[src/rtl/uart_pkg.sv]
// Shared types and helpers for the board-to-PC UART byte transmitter.
package uart_pkg;

  typedef enum logic [2:0] {
    IDLE,
    START,
    DATA,
    PARITY,
    STOP
  } tx_state_t;

  localparam int PAR_NONE = 0;
  localparam int PAR_EVEN = 1;
  localparam int PAR_ODD  = 2;

  function automatic int clks_per_bit(input int clk, input int baud);
    return clk / baud;
  endfunction

endpackage

[src/rtl/uart_baud_gen.sv]
// Restartable bit-time counter; bit_tick marks the last cycle of each bit.
module uart_baud_gen #(
  parameter int CLKS_PER_BIT = 434
) (
  input  logic i_Clk,
  input  logic i_Rst,
  input  logic restart,
  output logic bit_tick
);

  localparam int CW = (CLKS_PER_BIT > 1) ? $clog2(CLKS_PER_BIT) : 1;
  localparam logic [CW-1:0] LAST = CW'(CLKS_PER_BIT - 1);

  logic [CW-1:0] cnt;

  assign bit_tick = !restart && (cnt == LAST);

  always_ff @(posedge i_Clk or negedge i_Rst) begin
    if (!i_Rst) begin
      cnt <= '0;
    end else if (restart || bit_tick) begin
      cnt <= '0;
    end else begin
      cnt <= cnt + CW'(1);
    end
  end

endmodule

[src/rtl/uart_byte_tx.sv]
// One-byte UART serialiser: start, 8 data bits LSB first, optional parity,
// 1 or 2 stop bits. Level-sensitive send, accepted only while idle.
module uart_byte_tx #(
  parameter int CLK_FREQ  = 50000000,
  parameter int BAUD      = 115200,
  parameter int PARITY    = 0,
  parameter int STOP_BITS = 1
) (
  input  logic       i_Clk,
  input  logic       i_Rst,
  input  logic [7:0] i_tx_data,
  input  logic       i_send,
  output logic       o_txd,
  output logic       o_txd_busy,
  output logic       o_tx_done
);

  import uart_pkg::*;

  localparam int CPB = clks_per_bit(CLK_FREQ, BAUD);
  localparam logic [2:0] LAST_STOP = 3'(STOP_BITS - 1);

  tx_state_t  state, state_n;
  logic [2:0] bit_cnt, bit_cnt_n;
  logic [7:0] shreg, shreg_n;
  logic       par, par_n;
  logic       txd_n, done_n;
  logic       restart, tick;

  // Counter is held cleared while idle, so every frame starts on a fresh bit-time.
  assign restart = (state == IDLE);

  uart_baud_gen #(.CLKS_PER_BIT(CPB)) u_baud (
    .i_Clk    (i_Clk),
    .i_Rst    (i_Rst),
    .restart  (restart),
    .bit_tick (tick)
  );

  always_comb begin
    state_n   = state;
    bit_cnt_n = bit_cnt;
    shreg_n   = shreg;
    par_n     = par;
    done_n    = 1'b0;
    unique case (state)
      IDLE: if (i_send) begin
        shreg_n = i_tx_data;
        par_n   = (^i_tx_data) ^ (PARITY == PAR_ODD);
        state_n = START;
      end
      START: if (tick) begin
        state_n   = DATA;
        bit_cnt_n = '0;
      end
      DATA: if (tick) begin
        if (bit_cnt == 3'd7) begin
          state_n   = (PARITY != PAR_NONE) ? uart_pkg::PARITY : STOP;
          bit_cnt_n = '0;
        end else begin
          bit_cnt_n = bit_cnt + 3'd1;
          shreg_n   = shreg >> 1;
        end
      end
      uart_pkg::PARITY: if (tick) begin
        state_n   = STOP;
        bit_cnt_n = '0;
      end
      STOP: if (tick) begin
        if (bit_cnt == LAST_STOP) begin
          state_n = IDLE;
          done_n  = 1'b1;
        end else begin
          bit_cnt_n = bit_cnt + 3'd1;
        end
      end
      default: state_n = IDLE;
    endcase

    // Line level is decoded from the next state so o_txd can be a plain register.
    unique case (state_n)
      START:            txd_n = 1'b0;
      DATA:             txd_n = shreg_n[0];
      uart_pkg::PARITY: txd_n = par_n;
      default:          txd_n = 1'b1;
    endcase
  end

  always_ff @(posedge i_Clk or negedge i_Rst) begin
    if (!i_Rst) begin
      state      <= IDLE;
      bit_cnt    <= '0;
      shreg      <= '0;
      par        <= 1'b0;
      o_txd      <= 1'b1;
      o_txd_busy <= 1'b0;
      o_tx_done  <= 1'b0;
    end else begin
      state      <= state_n;
      bit_cnt    <= bit_cnt_n;
      shreg      <= shreg_n;
      par        <= par_n;
      o_txd      <= txd_n;
      o_txd_busy <= (state_n != IDLE);
      o_tx_done  <= done_n;
    end
  end

endmodule
[config.mk]
export PLATFORM = sky130hd
export DESIGN_NAME = uart_byte_tx
export DESIGN_NICKNAME = d
export VERILOG_FILES = /design/src/rtl/uart_pkg.sv /design/src/rtl/uart_baud_gen.sv /design/src/rtl/uart_byte_tx.sv
export SDC_FILE = /design/constraint.sdc
export NUM_CORES = 1
export LEC_CHECK = 0
export CAP_MARGIN = 20
export CELL_PAD_IN_SITES_DETAIL_PLACEMENT = 1
export CELL_PAD_IN_SITES_GLOBAL_PLACEMENT = 1
export CORE_UTILIZATION = 43
export DETAILED_ROUTE_END_ITERATION = 10
export GPL_ROUTABILITY_DRIVEN = 0
export MAX_ROUTING_LAYER = met4
export PLACE_DENSITY_LB_ADDON = 0.1
export SLEW_MARGIN = 25
export SYNTH_ARGS = -nofsm -noshare
export SYNTH_HDL_FRONTEND = slang
export SYNTH_SLANG_ARGS = --single-unit
export TNS_END_PERCENT = 1
[constraint.sdc]
create_clock -name i_Clk -period 2.3 [get_ports i_Clk]
set_input_delay 0.46 -clock i_Clk [delete_from_list [all_inputs] [get_ports i_Clk]]
set_output_delay 0.46 -clock i_Clk [all_outputs]
set_load 0.03 [all_outputs]
==> flow_summary.yaml <==
clock_network:
  clkTransAtPathRegs_ns: 0.15
  clk_latency_ns: 0.33
  cts_tree: "built"
  cts_setup_buffers: 0
  cts_sinks: 27
  hold_buffers: 0
  numCtsBuffers: 3
  h-tree-depth: 1
  cts_root_buf: "clkbuf_4"
  clock_path_buffers: 2
  cts_resized: 0
route:
  drt-initial-drc-count: 27
  drt-pass1-iter-count: 4
  drc: 0
  route.final.wire_length_mm: 2.89
  ant_nets: 0
  vias_per_cell: 5.17
  vias: 1024
  drt-wirelength-per-cell_um: 14.6
worst_setup_path:
  r2r_cells: 7
  cp_num_cells: 7
  path_buf_inv: 0
  critPathKind: "reg -> reg"
  crit_required_ns: 2.56
  path_delay_family: "simple AND/OR/NAND/NOR gates"
  path_common_cell: "ha_1"
  max_stage_delay_ns: 0.43
  arrival_ns: 2.36
  worstSetupEndpointType: "register"
  critical_path.slowest_cell: "dfrtp_1"
  worstPathCellList: "ha_1 > ha_1 > nor4b_1 > and3_2 > mux2_4 > o21ai_1 > o31ai_1"
  critPathLaunchType: "register"
  crit_fanout: 9
  r2r_setup_slack_ns: 0.21
power_and_ir_drop:
  p_comb_share_pct: 22.3
  vdd_ir_drop_max_mv: 0.408
  p_leak_nw: 0.713
  p_sw_share_pct: 31.6
  clkPwrFrac_pct: 18.9
  internal-power_w: 0.000757
  power-per-cell-area_nw_per_um2: 685
  netSwitchingPower_w: 0.000349
  sequentialPowerShare_pct: 58.8
sta:
  worst_slew_pin_slew_ns: 0.407
  hold_viol: 0
  rsz0062_at_grt: "false"
  drv_slew: 0
  setup_viol: 0
  period_needed_ns: 2.09
  period_share_pct: 91.1
  skew_ns: 0.00420
  fmax_mhz: 477
  tns_ns: 0
  holdWs_ns: 0.481
  slew_headroom_pct: 72.7
die:
  dieArea_um2: 3510
  die_h_um: 59.3
  io_pins: 14
  core_um2: 3080
  rows: 20
  die_x_um: 59.3
  start_util_pct: 45.8
placement:
  dp_hpwl_mm: 2.14
  port-buffer-count: 13
hold_path:
  hp-class: "in -> async"
global_routing:
  grt_pass1_wl_mm: 4.84
  overflow: 0
  grt_pass1_vias: 1037
  antenna_found_initial: 0
  grt_start_max_net_pins: 28
  grt.total_usage_pct: 19.1
cells_and_area:
  area_growth_pct: 14.5
  final_nets: 171
  antennaDiodeCount: 0
  regArea_um2: 677
  multiInputGateArea_um2: 673
  final_cell_mix: "dfrtp_1 (26), nand2_1 (17), nor2_1 (15)"
  layout_commonest_cell: "dfrtp_1"
  drive_gt1_share_pct: 11.0
  nFillCells: 365
job:
  drv_cap: 0
yosys:
  synth-compound-area-share_pct: 10.5
  yosysSeqAreaShare_pct: 48.0
  syn_avg_cell_area_um2: 10.1
  yosys.area_share.simple_pct: 20.7
  synth_cell_types: 36
  synth_fa_ha_area_share_pct: 4.44
  synth_area_um2: 1410
  synth.net_count: 155
  yosys_warnings: 0
  synth_top_family_by_area: "simple AND/OR/NAND/NOR gates"
  ys_ff_latch: 27
  synth_cells: 139
  synth_xor_area_share_pct: 8.07
  synthMuxAreaShare_pct: 4.08
outcome:
  status: "complete, no violations"
power groups by stage:
stage | clock (W) | sequential, W | combinational (W)
after floorplan | 0 | 0.000644 | 0.000169
after global placement | 0 | 0.000652 | 0.000234
after detailed placement | 0 | 0.000661 | 0.000251
after CTS | 0.000222 | 0.000651 | 0.000253
after global routing | 0.000239 | 0.000668 | 0.000280
final | 0.000209 | 0.000651 | 0.000246
cell usage after synthesis:
| library cell | number | share of area (%) |
|---|---|---|
| a21oi_1 | 3 | 1.1 |
| inv_1 | 9 | 2.4 |
| nor2_1 | 15 | 4.0 |
| xor2_1 | 1 | 0.62 |
| nand2b_1 | 4 | 1.8 |
| and2_2 | 1 | 0.53 |
| o31ai_1 | 1 | 0.53 |
| or3_1 | 2 | 0.89 |
| xnor2_1 | 12 | 7.5 |
| nand2_1 | 17 | 4.5 |
| dfrtp_1 | 26 | 46 |
| o21ai_0 | 5 | 1.8 |
| mux2i_1 | 2 | 1.4 |
| nor3_1 | 3 | 1.1 |
| and3_2 | 1 | 0.53 |
| nor4b_4 | 2 | 3.4 |
| nand4_1 | 1 | 0.44 |
| a2bb2oi_1 | 1 | 0.62 |
| dfstp_2 | 1 | 1.9 |
| o21ai_1 | 1 | 0.35 |
| ha_1 | 5 | 4.4 |
| buf_2 | 3 | 1.1 |
| o22ai_1 | 1 | 0.44 |
| mux2_2 | 2 | 1.6 |
| mux2_4 | 1 | 1.1 |
| nor4b_1 | 1 | 0.62 |
| and4_1 | 1 | 0.62 |
| nand3_1 | 4 | 1.4 |
| nand2_2 | 1 | 0.44 |
| a21o_1 | 1 | 0.53 |
| buf_4 | 1 | 0.53 |
| a31oi_4 | 1 | 1.5 |
| inv_2 | 1 | 0.27 |
| or2_2 | 1 | 0.44 |
| a22oi_1 | 6 | 3.2 |
| a31oi_1 | 1 | 0.44 |
area by class of cell:
| class | count | share of cell area [%] |
|---|---|---|
| inverter | 10 | 2.33 |
| tap | 44 | 3.41 |
| clock buffer | 4 | 1.63 |
| multi-input combinational | 98 | 41.7 |
| timing repair buffer | 15 | 8.99 |
| sequential | 27 | 41.9 |
per-stage QoR:
stage	std cells	area (um^2)	setup WS [ns]	power, W	util [%]
6_report	198	1610	0.206	0.00111	52.4
5_1_grt	198	1610	0.0884	0.00119	52.4
4_1_cts	198	1610	0.221	0.00113	52.4
3_5_place_dp	194	1590	0.226	0.000912	51.6
2_1_floorplan	139	1410	0.394	0.000814	-
3_3_place_gp	194	1590	0.283	0.000886	51.6
worst paths after layout:
check	from	to
setup / recovery	bit_cnt[0]	o_txd
hold / removal	i_Rst	o_txd_busy
setup reg to reg	bit_cnt[0]	o_txd
hold reg to reg	shreg[2]	shreg[2]
max in group asynchronous	i_Rst	o_txd
min in group i_Clk	shreg[2]	shreg[2]
metal layers:
layer	vias up	share of wire (%)	GRT usage (%)
met5	-	0	-
met1	505	47	23.6
li1	501	-	-
met2	14	50	31.5
met4	0	0.93	7.14
met3	4	2.1	2.62
worst reg2reg max path, stage by stage (launching register included):
cell     delay [ns]
dfrtp_1        0.43
ha_1           0.21
ha_1           0.21
nor4b_1        0.28
and3_2         0.34
mux2_4         0.33
o21ai_1        0.13
o31ai_1        0.10
sequential cells by signal (all words and copies together) (netlist names):
| register | cells |
|---|---|
| par | 1 |
| state | 3 |
| o_txd_busy | 1 |
| u_baud.cnt | 9 |
| o_txd | 1 |
| o_tx_done | 1 |
| shreg | 8 |
| bit_cnt | 3 |
cells by family (layout without fill, tap and decap cells):
group                    Yosys count  count (layout)
buffers and inverters             14              29
adder cells (fa/ha/maj)            5               5
AND/OR/NAND/NOR                   54              54
flip-flops                        27              27
AO/OA/AOI/OAI                     21              21
multiplexers                       5               5
XOR/XNOR                          13              13
Power figures use the tool's default switching activity.
